## src/rtl/noc_pkt_pkg.sv

```systemverilog
// Shared definitions for the NoC local egress packetizer: routing header
// layout, header builder and packetizer FSM states.
package noc_pkt_pkg;

  localparam int PKT_BW        = 32;
  localparam int PKT_XY_SZ     = 3;
  localparam int PKT_OFFSET_SZ = 12;

  localparam int HDR_DST_LSB = 0;
  localparam int HDR_SRC_LSB = 2 * PKT_XY_SZ;
  localparam int HDR_LEN_LSB = 4 * PKT_XY_SZ;
  localparam int HDR_RSVD_W  = PKT_BW - HDR_LEN_LSB - PKT_OFFSET_SZ;

  // Field order is MSB first, so dst_x lands at bit 0.
  typedef struct packed {
    logic [HDR_RSVD_W-1:0]    rsvd;
    logic [PKT_OFFSET_SZ-1:0] len;
    logic [PKT_XY_SZ-1:0]     src_y;
    logic [PKT_XY_SZ-1:0]     src_x;
    logic [PKT_XY_SZ-1:0]     dst_y;
    logic [PKT_XY_SZ-1:0]     dst_x;
  } hdr_t;

  typedef enum logic [1:0] {
    IDLE    = 2'd0,
    HDR     = 2'd1,
    PAYLOAD = 2'd2
  } pkt_state_e;

  function automatic hdr_t mk_hdr(input logic [2*PKT_XY_SZ-1:0] dst,
                                  input logic [2*PKT_XY_SZ-1:0] src,
                                  input logic [PKT_OFFSET_SZ-1:0] len);
    hdr_t h;
    h       = '0;
    h.dst_x = dst[PKT_XY_SZ-1:0];
    h.dst_y = dst[2*PKT_XY_SZ-1:PKT_XY_SZ];
    h.src_x = src[PKT_XY_SZ-1:0];
    h.src_y = src[2*PKT_XY_SZ-1:PKT_XY_SZ];
    h.len   = len;
    return h;
  endfunction

endpackage

```

## src/rtl/axis_skid_buffer.sv

```systemverilog
// Two-entry stream register slice: outputs come straight from flops and
// in_ready depends only on local state, never on out_ready.
module axis_skid_buffer #(
  parameter int W = 37
) (
  input  logic         clk,
  input  logic         rst,
  input  logic [W-1:0] in_data,
  input  logic         in_valid,
  output logic         in_ready,
  output logic [W-1:0] out_data,
  output logic         out_valid,
  input  logic         out_ready
);

  logic [W-1:0] main_data_r;
  logic         main_valid_r;
  logic [W-1:0] skid_data_r;
  logic         skid_valid_r;
  logic         push_s;
  logic         pop_s;

  assign in_ready  = ~skid_valid_r;
  assign out_valid = main_valid_r;
  assign out_data  = main_data_r;
  assign push_s    = in_valid & ~skid_valid_r;
  assign pop_s     = main_valid_r & out_ready;

  // Main/skid register update; the skid entry only fills when main is stalled.
  always_ff @(posedge clk) begin
    if (rst) begin
      main_data_r  <= '0;
      main_valid_r <= 1'b0;
      skid_data_r  <= '0;
      skid_valid_r <= 1'b0;
    end else if (skid_valid_r) begin
      if (pop_s) begin
        main_data_r  <= skid_data_r;
        skid_valid_r <= 1'b0;
      end
    end else if (push_s) begin
      if (!main_valid_r || pop_s) begin
        main_data_r  <= in_data;
        main_valid_r <= 1'b1;
      end else begin
        skid_data_r  <= in_data;
        skid_valid_r <= 1'b1;
      end
    end else if (pop_s) begin
      main_valid_r <= 1'b0;
    end
  end

endmodule

```

## src/rtl/noc_local_egress_packetizer.sv

```systemverilog
// Wraps accelerator bursts into NoC packets: one routing header flit, a
// length-bounded payload with forced TLAST, and a registered switch-side port.
module noc_local_egress_packetizer
  import noc_pkt_pkg::*;
#(
  parameter int BW        = PKT_BW,
  parameter int BWB       = BW / 8,
  parameter int XY_SZ     = PKT_XY_SZ,
  parameter int OFFSET_SZ = PKT_OFFSET_SZ
) (
  input  logic                 clk_line,
  input  logic                 clk_line_rst_high,
  input  logic [2*XY_SZ-1:0]   HsrcId,
  input  logic                 cfg_en,
  input  logic [2*XY_SZ-1:0]   cfg_dst,
  input  logic [OFFSET_SZ-1:0] cfg_len,
  input  logic                 err_clr,
  input  logic                 s_TVALID,
  input  logic [BW-1:0]        s_TDATA,
  input  logic [BWB-1:0]       s_TKEEP,
  input  logic                 s_TLAST,
  output logic                 s_TREADY,
  output logic                 m_TVALID,
  output logic [BW-1:0]        m_TDATA,
  output logic [BWB-1:0]       m_TKEEP,
  output logic                 m_TLAST,
  input  logic                 m_TREADY,
  output logic                 busy,
  output logic [15:0]          pkt_count,
  output logic                 err_short
);

  localparam int SW = BW + BWB + 1;
  localparam logic [OFFSET_SZ-1:0] LEN_ONE = OFFSET_SZ'(1);

  pkt_state_e           state_r;
  pkt_state_e           next_state_s;
  logic [2*XY_SZ-1:0]   dst_r;
  logic [OFFSET_SZ-1:0] len_r;
  logic [OFFSET_SZ-1:0] cnt_r;
  logic [15:0]          pkt_count_r;
  logic                 err_short_r;

  logic                 start_s;
  logic                 accept_s;
  logic                 len_hit_s;
  logic                 last_s;
  logic                 short_s;
  logic                 s_ready_s;
  hdr_t                 hdr_s;
  logic [BW-1:0]        hdr_word_s;

  logic                 skid_in_valid_s;
  logic                 skid_in_ready_s;
  logic [SW-1:0]        skid_in_data_s;
  logic                 skid_out_valid_s;
  logic [SW-1:0]        skid_out_data_s;

  assign hdr_s      = mk_hdr(dst_r, HsrcId, len_r);
  assign hdr_word_s = BW'(hdr_s);
  assign start_s    = s_TVALID & cfg_en;
  assign accept_s   = (state_r == PAYLOAD) & s_TVALID & skid_in_ready_s;
  // len_r == 0 means the packet is bounded by the input TLAST alone.
  assign len_hit_s  = (len_r != '0) && (cnt_r == (len_r - LEN_ONE));
  assign last_s     = s_TLAST | len_hit_s;
  assign short_s    = s_TLAST && (len_r != '0) && (cnt_r < (len_r - LEN_ONE));

  // Next-state logic and the header/payload mux feeding the skid buffer.
  always_comb begin
    next_state_s    = state_r;
    s_ready_s       = 1'b0;
    skid_in_valid_s = 1'b0;
    skid_in_data_s  = {1'b0, {BWB{1'b1}}, hdr_word_s};
    case (state_r)
      IDLE: begin
        if (start_s) begin
          next_state_s = HDR;
        end else begin
          next_state_s = IDLE;
        end
      end
      HDR: begin
        skid_in_valid_s = 1'b1;
        if (skid_in_ready_s) begin
          next_state_s = PAYLOAD;
        end else begin
          next_state_s = HDR;
        end
      end
      PAYLOAD: begin
        s_ready_s       = skid_in_ready_s;
        skid_in_valid_s = s_TVALID;
        skid_in_data_s  = {last_s, s_TKEEP, s_TDATA};
        if (accept_s && last_s) begin
          next_state_s = IDLE;
        end else begin
          next_state_s = PAYLOAD;
        end
      end
      default: begin
        next_state_s = IDLE;
      end
    endcase
  end

  // FSM state, latched packet config, word counter, packet counter, error flag.
  always_ff @(posedge clk_line) begin
    if (clk_line_rst_high) begin
      state_r     <= IDLE;
      dst_r       <= '0;
      len_r       <= '0;
      cnt_r       <= '0;
      pkt_count_r <= 16'd0;
      err_short_r <= 1'b0;
    end else begin
      state_r <= next_state_s;
      if ((state_r == IDLE) && start_s) begin
        dst_r <= cfg_dst;
        len_r <= cfg_len;
        cnt_r <= '0;
      end else if (accept_s) begin
        cnt_r <= cnt_r + LEN_ONE;
      end
      if (accept_s && last_s) begin
        pkt_count_r <= pkt_count_r + 16'd1;
      end
      // A new short-packet event takes priority over a same-cycle clear.
      if (accept_s && short_s) begin
        err_short_r <= 1'b1;
      end else if (err_clr) begin
        err_short_r <= 1'b0;
      end
    end
  end

  axis_skid_buffer #(.W(SW)) u_skid (
    .clk       (clk_line),
    .rst       (clk_line_rst_high),
    .in_data   (skid_in_data_s),
    .in_valid  (skid_in_valid_s),
    .in_ready  (skid_in_ready_s),
    .out_data  (skid_out_data_s),
    .out_valid (skid_out_valid_s),
    .out_ready (m_TREADY)
  );

  assign s_TREADY  = s_ready_s;
  assign m_TVALID  = skid_out_valid_s;
  assign m_TLAST   = skid_out_data_s[SW-1];
  assign m_TKEEP   = skid_out_data_s[BW+BWB-1:BW];
  assign m_TDATA   = skid_out_data_s[BW-1:0];
  assign busy      = (state_r != IDLE) | skid_out_valid_s | ~skid_in_ready_s;
  assign pkt_count = pkt_count_r;
  assign err_short = err_short_r;

endmodule
```

## config.mk

```make
export PLATFORM = sky130hd
export DESIGN_NAME = noc_local_egress_packetizer
export DESIGN_NICKNAME = d
export VERILOG_FILES = /design/src/rtl/noc_pkt_pkg.sv /design/src/rtl/axis_skid_buffer.sv /design/src/rtl/noc_local_egress_packetizer.sv
export SDC_FILE = /design/constraint.sdc
export NUM_CORES = 1
export LEC_CHECK = 0
export ABC_AREA = 1
export ABC_CLOCK_PERIOD_IN_PS = 4100
export BUFFER_PORTS_ARGS = -buffer_cell sky130_fd_sc_hd__buf_2
export CORE_MARGIN = 3
export CORE_UTILIZATION = 53
export CTS_BUF_LIST = sky130_fd_sc_hd__clkbuf_16
export DETAILED_ROUTE_END_ITERATION = 10
export PLACE_DENSITY_LB_ADDON = 0.1
export SYNTH_ARGS = -nofsm -noshare
export SYNTH_HDL_FRONTEND = slang
export SYNTH_SLANG_ARGS = --single-unit
```

## constraint.sdc

```tcl
create_clock -name clk_line -period 4.1 [get_ports clk_line]
set_clock_uncertainty 0.1 [all_clocks]
set_input_delay 0.205 -clock clk_line [delete_from_list [all_inputs] [get_ports clk_line]]
set_output_delay 0.205 -clock clk_line [all_outputs]
set_load 0.02 [all_outputs]
```

==> summary.txt, run 1 <==
CTS
  • Clk Latency, worst-skew pair: between 0.4 and 0.5 ns
  • Clock sinks: about 130
  • CTS tree: yes
  • Post-CTS Setup Bufs: 0
  • Clk buf depth: 2
  • Clk pin slew, worst setup/hold paths: around 0.06 ns
  • Max H-tree Level: 4
  • Clk root buf: clkbuf_16
  • Hold_buf cts: 26
  • Cts repair resizes: 0
  • Inserted Clock Buffers: 17

Place
  • DP Area: slightly below 7000 um^2
  • Placed insts: approximately 1100
  • Placer Congestion: around 0.83
  • Buffers on Ports: 123
  • DP Wirelength: between 10 and 15 mm

Timing
  • Final Critical Period: ~3 ns
  • Slew Viols, Final: 0
  • RSZ-0062 raised after global routing: no
  • Setup TNS: 0 ns
  • Final hold vios: 0
  • Fin crit share: 74.6%
  • Final setup viols: 0
  • Actual slew at the worst max-slew pin: 1.06 ns
  • Slew HR: between 20% and 30%
  • Fmax: between 0.3 and 0.4 GHz

Power
  • Total power: just under 0.003 W
  • Leak: 3.36 nW
  • Maximum VDD drop: 0.325 mV
  • Pwr dens: roughly 400 nW/um^2

Detailed routing
  • DRC Markers: 0
  • Number of DRC markers in iteration 0: 430
  • Vias: between 6000 and 7000
  • Vias per std cell: ~5.4
  • Antenna-violating nets left: 0
  • Drt pass-1 iters: 5
  • DRT Wirelength: between 15 and 20 mm
  • WL/cell: between 10 and 15 um

Synth
  • Complex-gate fraction of the synthesized area: roughly a quarter
  • YS warnings: 0
  • Post-synthesis cell area: 6170 um^2
  • Adder-cell share of the synthesized area: ~3.9%
  • Fraction of synthesized area in multiplexers: less than 1%
  • Largest family of logic cells by synthesized area: compound AO/OA/AOI/OAI gates
  • Yosys reg bits: between 100 and 150
  • Syn avg cell area: 7.45 um^2
  • Syn Nets: 914
  • Register area share after synthesis: about 40%
  • Unique masters post-synth: 37
  • XOR/XNOR Fraction of Synth Area: 2.70%
  • Cells after synthesis: about 830
  • Synth Area in Simple Gates: roughly 21%

Cells and area
  • Storage cell area: about 2500 um^2
  • Layout Nets: approximately 1000
  • Multi-input gate area in the final layout: 3210 um^2
  • Antenna diode count: 0
  • Layout cells sized above 1: 21.3%
  • Highest-count cells in the layout ignoring fill and taps: 134 x a21oi_1, 124 x dfxtp_1, 123 x buf_2
  • Final std cells w/o fill: around 1100
  • Fin area: between 7000 and 8000 um^2
  • Area growth, synth to finish: 22.6%
  • Most common cell after layout, fill and taps aside: a21oi_1
  • Filler Cell Count: 942

Worst hold path
  • Hold path startpoint: s_TKEEP[0]
  • Hold Crit Depth: 4
  • Hold Path Class: primary input to flop
  • WHS Endpoint: u_skid.skid_data_r[32]

Critical path
  • CP top delay family: buffers and inverters
  • Kind of critical path: flop to primary output
  • R2R cell count: 10
  • Slowest-stage cell, CP: ha_1
  • FF-to-FF End: u_skid.out_data[15]
  • Worst setup EP type: primary output
  • CP startpoint kind: flop
  • Maximum fanout along the worst path: 28
  • Most used cell, CP: inv_1
  • Crit-path max cell delay: 0.79 ns
  • WP data arrival: 2.75 ns
  • Worst path required time: 3.80 ns
  • Crit path cell chain: inv_1, ha_1, inv_1, buf_4, nor2_1, buf_2
  • CP Buf/Inv Count: 4
  • Reg-to-reg slack, setup: approximately 1.1 ns
  • Worst r2r src: state_r[0]

Floorplan
  • Die area: 13000 um^2
  • FP Rows: 38
  • Initial core utilization: between 50% and 60%
  • Core box area: between 10000 and 15000 um^2
  • Die W: about 110 um
  • Top Ports: between 100 and 150
  • DIE HEIGHT: around 110 um

GRT
  • Global route overflow: 0
  • First-pass GRT wire length: about 26 mm
  • Largest net degree at the start of global routing: 71
  • Vias in the first global route: 5781
  • Gr usage total: between 20% and 30%
  • Antenna violations before repair: 0

Job
  • Max Cap Viol: 0

Status
  • Outcome: complete, no violations
[how the worst max path moves through the flow]
stage	from	end	slack [ns]	depth (start not counted)
3_5_place_dp	state_r[0]	u_skid.out_data[32]	1.06	10
4_1_cts	state_r[0]	s_TREADY	1.03	6
5_1_grt	state_r[0]	u_skid.out_data[16]	0.76	10
2_1_floorplan	len_r[2]	pkt_count[13]	1.71	15
6_report	state_r[0]	s_TREADY	1.04	6
3_3_place_gp	state_r[0]	u_skid.out_data[20]	1.29	10
[registers in the layout, summed over array words and instances, names as in the netlist, 2 cells and up]
| name | cells |
|---|---|
| cnt_r | 12 |
| dst_r | 6 |
| len_r | 12 |
| pkt_count | 16 |
| state_r | 2 |
| u_skid.out_data | 37 |
| u_skid.skid_data_r | 37 |
[per-stage QoR]
stage | util, % | hold WS, ns | setup slack (ns)
after CTS | 68.0 | 0.0000899 | 1.03
after detailed placement | 60.8 | 0.345 | 1.06
after floorplan | - | 0.250 | 1.71
final | 68.0 | 0.0288 | 1.04
after global placement | 60.8 | 0.338 | 1.29
after global routing | 68.0 | 0.0369 | 0.764
[logic make-up after synthesis]
kind of cell / count (synthesis)
buffers and inverters: 103
adders and majority gates: 19
and+or+nand+nor: 282
muxes: 4
DFF: 125
xor gates and xnor gates: 19
AOI/OAI and AO/OA: 276
[area by class of cell]
cell class                      count  share of cell area, %
Clock buffer                       17                   5.62
Clock inverter                     15                   1.47
Inverter                           55                   2.80
Multi-Input combinational cell    600                   42.4
Sequential cell                   125                   33.1
Tap cell                          140                   2.32
Timing Repair Buffer              156                   12.3
[synthesized netlist by cell type, drive strengths merged]
master	n	area share (%)
dfxtp	125	41
nand4	10	1.0
xor2	16	2.3
nor3b	1	0.12
o21a	27	3.3
nand2	120	8.2
ha	19	3.9
or2	12	1.2
nor2	96	6.2
nor3	4	0.32
nand3	38	3.4
a21oi	144	12
mux2i	4	0.65
xnor2	3	0.43
buf	28	2.9
a31oi	1	0.10
o21ai	104	8.5
nand3b	1	0.12
inv	55	3.4
clkbuf	20	1.2
[worst reg2reg max path: stages, from the launching register on]
cell	delay (ns)
dfxtp_1	0.33
inv_1	0.09
ha_1	0.79
nand2_1	0.13
nand2_1	0.10
nand3_2	0.10
o21ai_2	0.09
nand2_2	0.10
inv_2	0.78
o21ai_0	0.23
a21oi_1	0.15
[where the power goes]
group	internal [W]	total (W)	leakage (nW)	switching, W
clock	0.000817	0.00136	0.269	0.000539
sequential	0.00124	0.00126	1.01	0.0000159
combinational	0.000132	0.000341	2.08	0.000209
[metal layers]
metal	routed length (um)	global-route usage [%]
met5	0	0
met4	396	10.8
met3	864	5.73
met2	7720	41.8
met1	7100	31.8
Note: power is estimated with default switching activity, not from simulation.
==> run 2, diff against run 1 <==
--- a/config.mk
+++ b/config.mk
@@ -5,11 +5,11 @@
 export SDC_FILE = /design/constraint.sdc
 export NUM_CORES = 1
 export LEC_CHECK = 0
-export ABC_AREA = 1
-export ABC_CLOCK_PERIOD_IN_PS = 4100
+export ABC_AREA = 0
+export ABC_CLOCK_PERIOD_IN_PS = 2800
 export BUFFER_PORTS_ARGS = -buffer_cell sky130_fd_sc_hd__buf_2
 export CORE_MARGIN = 3
-export CORE_UTILIZATION = 53
+export CORE_UTILIZATION = 49
 export CTS_BUF_LIST = sky130_fd_sc_hd__clkbuf_16
 export DETAILED_ROUTE_END_ITERATION = 10
 export PLACE_DENSITY_LB_ADDON = 0.1
==> constraint.sdc (replaced) <==
create_clock -name clk_line -period 2.8 [get_ports clk_line]
set_clock_uncertainty 0.1 [all_clocks]
set_input_delay 0.14 -clock clk_line [delete_from_list [all_inputs] [get_ports clk_line]]
set_output_delay 0.14 -clock clk_line [all_outputs]
set_load 0.02 [all_outputs]
==> run 2 against run 1 <==
Compared with the run above: the run now ends with negative setup slack left; hold slack got worse by 0.021 ns; clock-buffer cell count unchanged; critical path depth increased by 6; final area increased by 2.1%; sequential cell count unchanged; register-to-register slack got worse by 1.3 ns; die area increased by 2.4%; non-clock buffer count increased by 31; global-route usage decreased by 0.46 points; critical path type is now flop to flop; largest cell class unchanged; largest power group unchanged.
==> summary.txt, run 2 <==
Detailed routing
  • DRT Wirelength: 16.0 mm
  • DRC Markers: 0
  • Drt pass-1 iters: 4
  • Number of DRC markers in iteration 0: about 280
  • Antenna-violating nets left: 0
  • Vias per std cell: between 5 and 6
  • WL/cell: approximately 15 um
  • Vias: approximately 5600

Power
  • Flop pwr share: 41.1%
  • Gate power share: about a tenth
  • Total power: 0.00443 W
  • Switching Share: a little under a quarter
  • Clock power share: 48.8%
  • Leak: between 3 and 4 nW
  • P_sw: slightly above 0.001 W
  • Internal power: ~0.0034 W
  • Pwr dens: ~570 nW/um^2
  • Maximum VDD drop: 0.344 mV

Critical path
  • Worst path required time: slightly above 3 ns
  • Maximum fanout along the worst path: 23
  • Most used cell, CP: nor4_4
  • Crit path cell chain: nor2_4, nand3_2, or3_4, nor4_4, xnor2_1, ha_1, nand4_1, nor4_4, a22oi_2, buf_12, or4_4, a21oi_1
  • Reg-to-reg slack, setup: -0.21 ns
  • FF-to-FF End: pkt_count[8]
  • WP data arrival: roughly 3.3 ns
  • R2R cell count: 12
  • Worst Setup EP: pkt_count[8]
  • CP startpoint: len_r[3]
  • Worst setup EP type: flop
  • Slowest-stage cell, CP: or4_4
  • Kind of critical path: flop to flop
  • Crit-path max cell delay: roughly 0.51 ns
  • Worst r2r src: len_r[3]
  • CP startpoint kind: flop

Synth
  • YS warnings: 0
  • Number of flops mapped to enable cells by yosys: 0
  • Syn avg cell area: between 7 and 8 um^2
  • Unique masters post-synth: 42
  • Syn Nets: slightly above 800
  • Cell taking the most area after synthesis: dfxtp_1
  • Yosys reg bits: roughly 130
  • Register area share after synthesis: 42.8%
  • Top cells by area, synth: dfxtp_1 43%, nand2_1 9.9%, a21oi_1 6.6%
  • Ys async rst share: 0%
  • Post-synthesis cell area: 5850 um^2
  • Cells after synthesis: 732
  • Post-synth top area share: a little over two fifths
  • Top-count cell post-synth: nand2_1
  • Most used DFF post-synth: dfxtp_1
  • Synth top cells by count: 154 x nand2_1, 125 x dfxtp_1, 77 x a21oi_1

Timing
  • Final Critical Period: between 3 and 4 ns
  • Fin crit share: 107%
  • Final hold vios: 0
  • Slew Viols, Final: 0
  • Slew HR: between 30 and 40%
  • Final setup viols: 14
  • Setup TNS: -2.31 ns
  • Fmax: between 0.3 and 0.4 GHz
  • RSZ-0062 raised after global routing: yes
  • Final WS setup: -0.208 ns
  • Actual slew at the worst max-slew pin: 0.964 ns

GRT
  • Largest net degree at the start of global routing: 74
  • Vias in the first global route: between 5000 and 6000
  • Antenna violations before repair: 0
  • Global route overflow: 0
  • Gr usage total: 24.8%
  • First-pass GRT wire length: between 20 and 30 mm

Floorplan
  • FP Rows: 39
  • DIE HEIGHT: 115 um
  • Initial core utilization: between 50% and 60%
  • Core box area: approximately 12000 um^2
  • Top Ports: 124
  • Die area: 13300 um^2
  • Die W: 115 um

Worst hold path
  • Hold Path Class: primary input to flop
  • Hold path startpoint: s_TDATA[7]

Status
  • Outcome: finished with violations
  • Failing checks: negative setup slack

CTS
  • Clk pin slew, worst setup/hold paths: around 0.06 ns
  • Clock sinks: around 130
  • Clk Latency, worst-skew pair: 0.42 ns
  • Clk buf depth: 2
  • Clk root buf: clkbuf_16
  • Inserted Clock Buffers: 17
  • CTS tree: yes
  • Max H-tree Level: 4

Cells and area
  • Layout cells sized above 1: 23.5%
  • Layout Nets: slightly below 1000
  • Antenna diode count: 0
  • Storage cell area: between 2000 and 3000 um^2
  • Final std cells w/o fill: 1044
  • Final Util: around 67%
  • Area growth, synth to finish: 32.1%
  • Multi-input gate area in the final layout: approximately 3200 um^2
  • Highest-count cells in the layout ignoring fill and taps: 154 x nand2_1, 122 x dfxtp_1, 122 x buf_2
  • Most common cell after layout, fill and taps aside: nand2_1
  • Filler Cell Count: 1005

Place
  • Setup WS pre-CTS: -0.241 ns
  • Placed insts: 977
  • Placer Congestion: 0.906
  • Buffers on Ports: around 120
  • DP Wirelength: about 10 mm

Job
  • Max Cap Viol: 0
[run 2: changes by cell type in the layout (fill, tap and decap cells not counted), moves of 21 or more]
| cell | delta |
|---|---|
| a211oi_1 | +36 |
| a21oi_1 | -61 |
| buf_4 | +21 |
| inv_1 | -39 |
| mux2i_1 | +22 |
| nand2_1 | +49 |
| nor2_1 | -25 |
| o21a_1 | -26 |
| o21ai_0 | -55 |
[run 2: layout make-up]
type / count / share of cell area, %
clock buffer: 17 / 5.51
clock inverter: 15 / 2.06
inverter: 11 / 0.534
multi-input combinational: 546 / 41.4
sequential: 125 / 32.4
tap: 143 / 2.32
timing repair buffer: 187 / 15.7
[run 2: through the flow]
| step | hold slack, ns | cell area (um^2) |
|---|---|---|
| global placement | 0.282 | 6720 |
| global route | 0.0109 | 7720 |
| detailed placement | 0.292 | 6720 |
| CTS | 0.000376 | 7670 |
| finish | 0.00758 | 7720 |
| floorplan | 0.168 | 5880 |
[run 2: worst min path at each step]
stage,slack (ns),cells past startpoint,endpoint
2_1_floorplan,0.17,2,len_r[3]
3_3_place_gp,0.28,3,dst_r[4]
3_5_place_dp,0.29,3,dst_r[2]
4_1_cts,0.0004,3,u_skid.skid_data_r[34]
5_1_grt,0.01,3,u_skid.skid_data_r[4]
6_report,0.008,3,u_skid.skid_data_r[7]
[run 2: power groups by stage]
stage                     logic [W]  clock network, W  registers [W]
final                      0.000447           0.00216        0.00182
after global routing       0.000496           0.00228        0.00182
after CTS                  0.000444           0.00220        0.00182
after detailed placement   0.000397                 0        0.00186
after global placement     0.000383                 0        0.00185
after floorplan            0.000232                 0        0.00187
[run 2: metal layers]
metal	up-vias	global-route usage [%]	routed length, um
met1	2636	30.2	7070
met3	22	5.53	656
met5	-	0	0
li1	2857	-	-
met4	0	8.76	264
met2	126	43.1	7980
[run 2: what timing repair did]
| item | CTS | global route |
|---|---|---|
| resized for setup | 4 | 16 |
| hold buffers | 34 | 0 |
| pin swaps | 0 | 6 |
| hold endpoints to repair | 34 | 0 |
| endpoints found under the setup margin | 14 | 21 |
| setup buffers | 2 | 0 |
[run 2: kinds of logic (layout without fill, tap and decap cells)]
group	Yosys count	count (layout)	share of synthesized area, %
compound gates	170	170	17.3
xor+xnor	21	21	3.15
mux	26	26	4.45
buf+inv	61	230	4.41
simple gates	310	310	23.8
fa+ha+maj	19	19	4.07
flops	125	125	42.8
[run 2: worst max-delay path, delay by kind of cell, from the launching register on]
family / cells / cell delay, ns
AOI/OAI and AO/OA: 2 / 0.27
xor gates and xnor gates: 1 / 0.12
adders and majority gates: 1 / 0.30
buffers and inverters: 1 / 0.17
DFF: 1 / 0.33
and+or+nand+nor: 7 / 1.64
==> run 3, diff against run 2 <==
--- a/config.mk
+++ b/config.mk
@@ -8,10 +8,13 @@
 export ABC_AREA = 0
 export ABC_CLOCK_PERIOD_IN_PS = 2800
 export BUFFER_PORTS_ARGS = -buffer_cell sky130_fd_sc_hd__buf_2
+export CELL_PAD_IN_SITES_DETAIL_PLACEMENT = 1
+export CELL_PAD_IN_SITES_GLOBAL_PLACEMENT = 1
 export CORE_MARGIN = 3
-export CORE_UTILIZATION = 49
+export CORE_UTILIZATION = 36
 export CTS_BUF_LIST = sky130_fd_sc_hd__clkbuf_16
 export DETAILED_ROUTE_END_ITERATION = 10
+export HOLD_SLACK_MARGIN = 0.12
 export PLACE_DENSITY_LB_ADDON = 0.1
 export SYNTH_ARGS = -nofsm -noshare
 export SYNTH_HDL_FRONTEND = slang
==> run 3 against run 2 <==
Compared with the run above: the run still ends with negative setup slack left; first-iteration DRC count down 32%; sequential share of layout area down 2.5 points; maximum frequency down 1.6%; setup slack worse by 0.049 ns; die area up 34%; critical path depth unchanged; clock-buffer cell count unchanged; non-clock buffer count up 42; final area up 8.2%; highest routed layer unchanged.
==> summary.txt, run 3 (synthesis results as in run 2) <==
Status
  • Outcome: finished with violations
  • Failing checks: negative setup slack

Critical path
  • Reg-to-reg slack, setup: -0.26 ns
  • CP startpoint kind: flop
  • FF-to-FF End: pkt_count[15]
  • Worst r2r src: len_r[3]
  • Maximum fanout along the worst path: 12
  • Worst setup EP type: flop
  • R2R cell count: 12
  • Worst Setup EP: pkt_count[15]
  • Worst path required time: 3.04 ns
  • CP startpoint: len_r[3]
  • WP data arrival: 3.30 ns
  • Kind of critical path: flop to flop

CTS
  • Clk buf depth: 2
  • CTS tree: yes
  • Clk root buf: clkbuf_16
  • Clk pin slew, worst setup/hold paths: 0.06 ns
  • Clock sinks: 125
  • Clk Latency, worst-skew pair: slightly above 0.4 ns
  • Max H-tree Level: 4
  • Inserted Clock Buffers: 17

GRT
  • Largest net degree at the start of global routing: 62
  • Vias in the first global route: between 6000 and 7000
  • Gr usage total: approximately 22%
  • Global route overflow: 0
  • First-pass GRT wire length: ~32 mm
  • Antenna violations before repair: 0

Detailed routing
  • Drt pass-1 iters: 5
  • Antenna-violating nets left: 0
  • Vias per std cell: between 5 and 6
  • Vias: between 5000 and 6000
  • DRT Wirelength: roughly 20 mm
  • DRC Markers: 0
  • WL/cell: 17.0 um
  • Number of DRC markers in iteration 0: 192

Timing
  • Final Critical Period: ~3.1 ns
  • Fmax: between 0.3 and 0.4 GHz
  • Slew HR: between 30% and 40%
  • Fin crit share: 109%
  • Setup TNS: -3.21 ns
  • Actual slew at the worst max-slew pin: ~0.95 ns
  • RSZ-0062 raised after global routing: yes
  • Final hold vios: 0
  • Final WS setup: -0.257 ns
  • Final setup viols: 17
  • Slew Viols, Final: 0

Cells and area
  • Layout Nets: between 1000 and 1500
  • Antenna diode count: 0
  • Fin area: between 8000 and 9000 um^2
  • Area growth, synth to finish: 42.9%
  • Highest-count cells in the layout ignoring fill and taps: 154 x nand2_1, 123 x dfxtp_1, 122 x buf_2
  • Layout cells sized above 1: 24.2%
  • Most common cell after layout, fill and taps aside: nand2_1

Place
  • Placer Congestion: 0.846
  • DP Area: just under 7000 um^2
  • Buffers on Ports: roughly 120
  • DP Wirelength: roughly 13 mm

Power
  • Total power: 0.00472 W
  • Leak: ~3.3 nW
  • Pwr dens: approximately 560 nW/um^2
  • Maximum VDD drop: 0.434 mV

Floorplan
  • Core box area: approximately 16000 um^2
  • Die W: 133 um
  • DIE HEIGHT: ~130 um
  • Die area: around 18000 um^2
  • Initial core utilization: a little under two fifths
  • Top Ports: 124
  • FP Rows: 45

Worst hold path
  • Hold Path Class: primary input to flop

Job
  • Max Cap Viol: 0
## run 3: changes by cell type in the layout (fill, tap and decap cells not counted), sizes merged
cell	change
inv	-1
clkinv	-2
dlygate4sd3	+33
buf	+8
clkinvlp	+1
clkbuf	+1
bufinv	+2
## run 3: worst min-delay path by stage
stage | slack (ns) | start | depth (start not counted) | to
6_report | 0.13 | s_TLAST | 4 | u_skid.skid_data_r[36]
5_1_grt | 0.12 | s_TDATA[13] | 3 | u_skid.skid_data_r[13]
4_1_cts | 0.13 | s_TLAST | 4 | u_skid.skid_data_r[36]
3_5_place_dp | 0.29 | cfg_len[3] | 3 | len_r[3]
3_3_place_gp | 0.28 | cfg_len[10] | 3 | len_r[10]
2_1_floorplan | 0.17 | cfg_len[3] | 2 | len_r[3]
## run 3: per-stage QoR
| step | util [%] | hold slack, ns | setup WS [ns] | cells |
|---|---|---|---|---|
| finish | 53.8 | 0.127 | -0.257 | 1154 |
| floorplan | - | 0.168 | 0.00217 | 732 |
| CTS | 52.9 | 0.129 | -0.237 | 1148 |
| global route | 53.8 | 0.120 | -0.402 | 1154 |
| global placement | 43.9 | 0.282 | -0.130 | 1047 |
| detailed placement | 43.9 | 0.290 | -0.281 | 1047 |
## run 3: layer usage
layer / vias up / wire length (um) / global-route usage (%)
met2: 109 / 9970 / 39.1
met5: - / 0 / 0
met1: 2878 / 8740 / 27.7
met3: 19 / 632 / 5.10
li1: 2934 / - / -
met4: 0 / 260 / 5.54
## run 3: worst max-delay path, cell delays in order (launching register included)
cell,delay [ns]
dfxtp_2,0.33
nor2_4,0.12
nand3_2,0.10
or3_4,0.39
nor4_4,0.18
xnor2_1,0.10
ha_1,0.31
nand4_1,0.17
nor4_4,0.19
a22oi_2,0.13
buf_12,0.17
or4_4,0.52
a21oi_2,0.16
## run 3: area by class of cell
cell class	instances	area (um^2)
Fill cell	1887	7180
Multi-Input combinational cell	546	3260
Sequential cell	125	2500
Timing Repair Buffer	229	1660
Clock buffer	17	425
Tap cell	211	264
Clock inverter	15	205
Inverter	11	41.3
## run 3: repair_timing
action,in CTS,in global routing
hold endpoints to repair,80,0
gates resized for setup,12,21
setup buffers,1,5
pin swaps,2,4
setup endpoints to repair,16,19
hold buffers,67,0
gates cloned,1,1
## run 3: report_power, final
part / leakage (nW) / switching (W) / internal, W
Clock: 0.306 / 0.000814 / 0.00156
Combinational: 1.97 / 0.000272 / 0.000251
Sequential: 1.01 / 0.0000171 / 0.00180
Total: 3.29 / 0.00110 / 0.00361
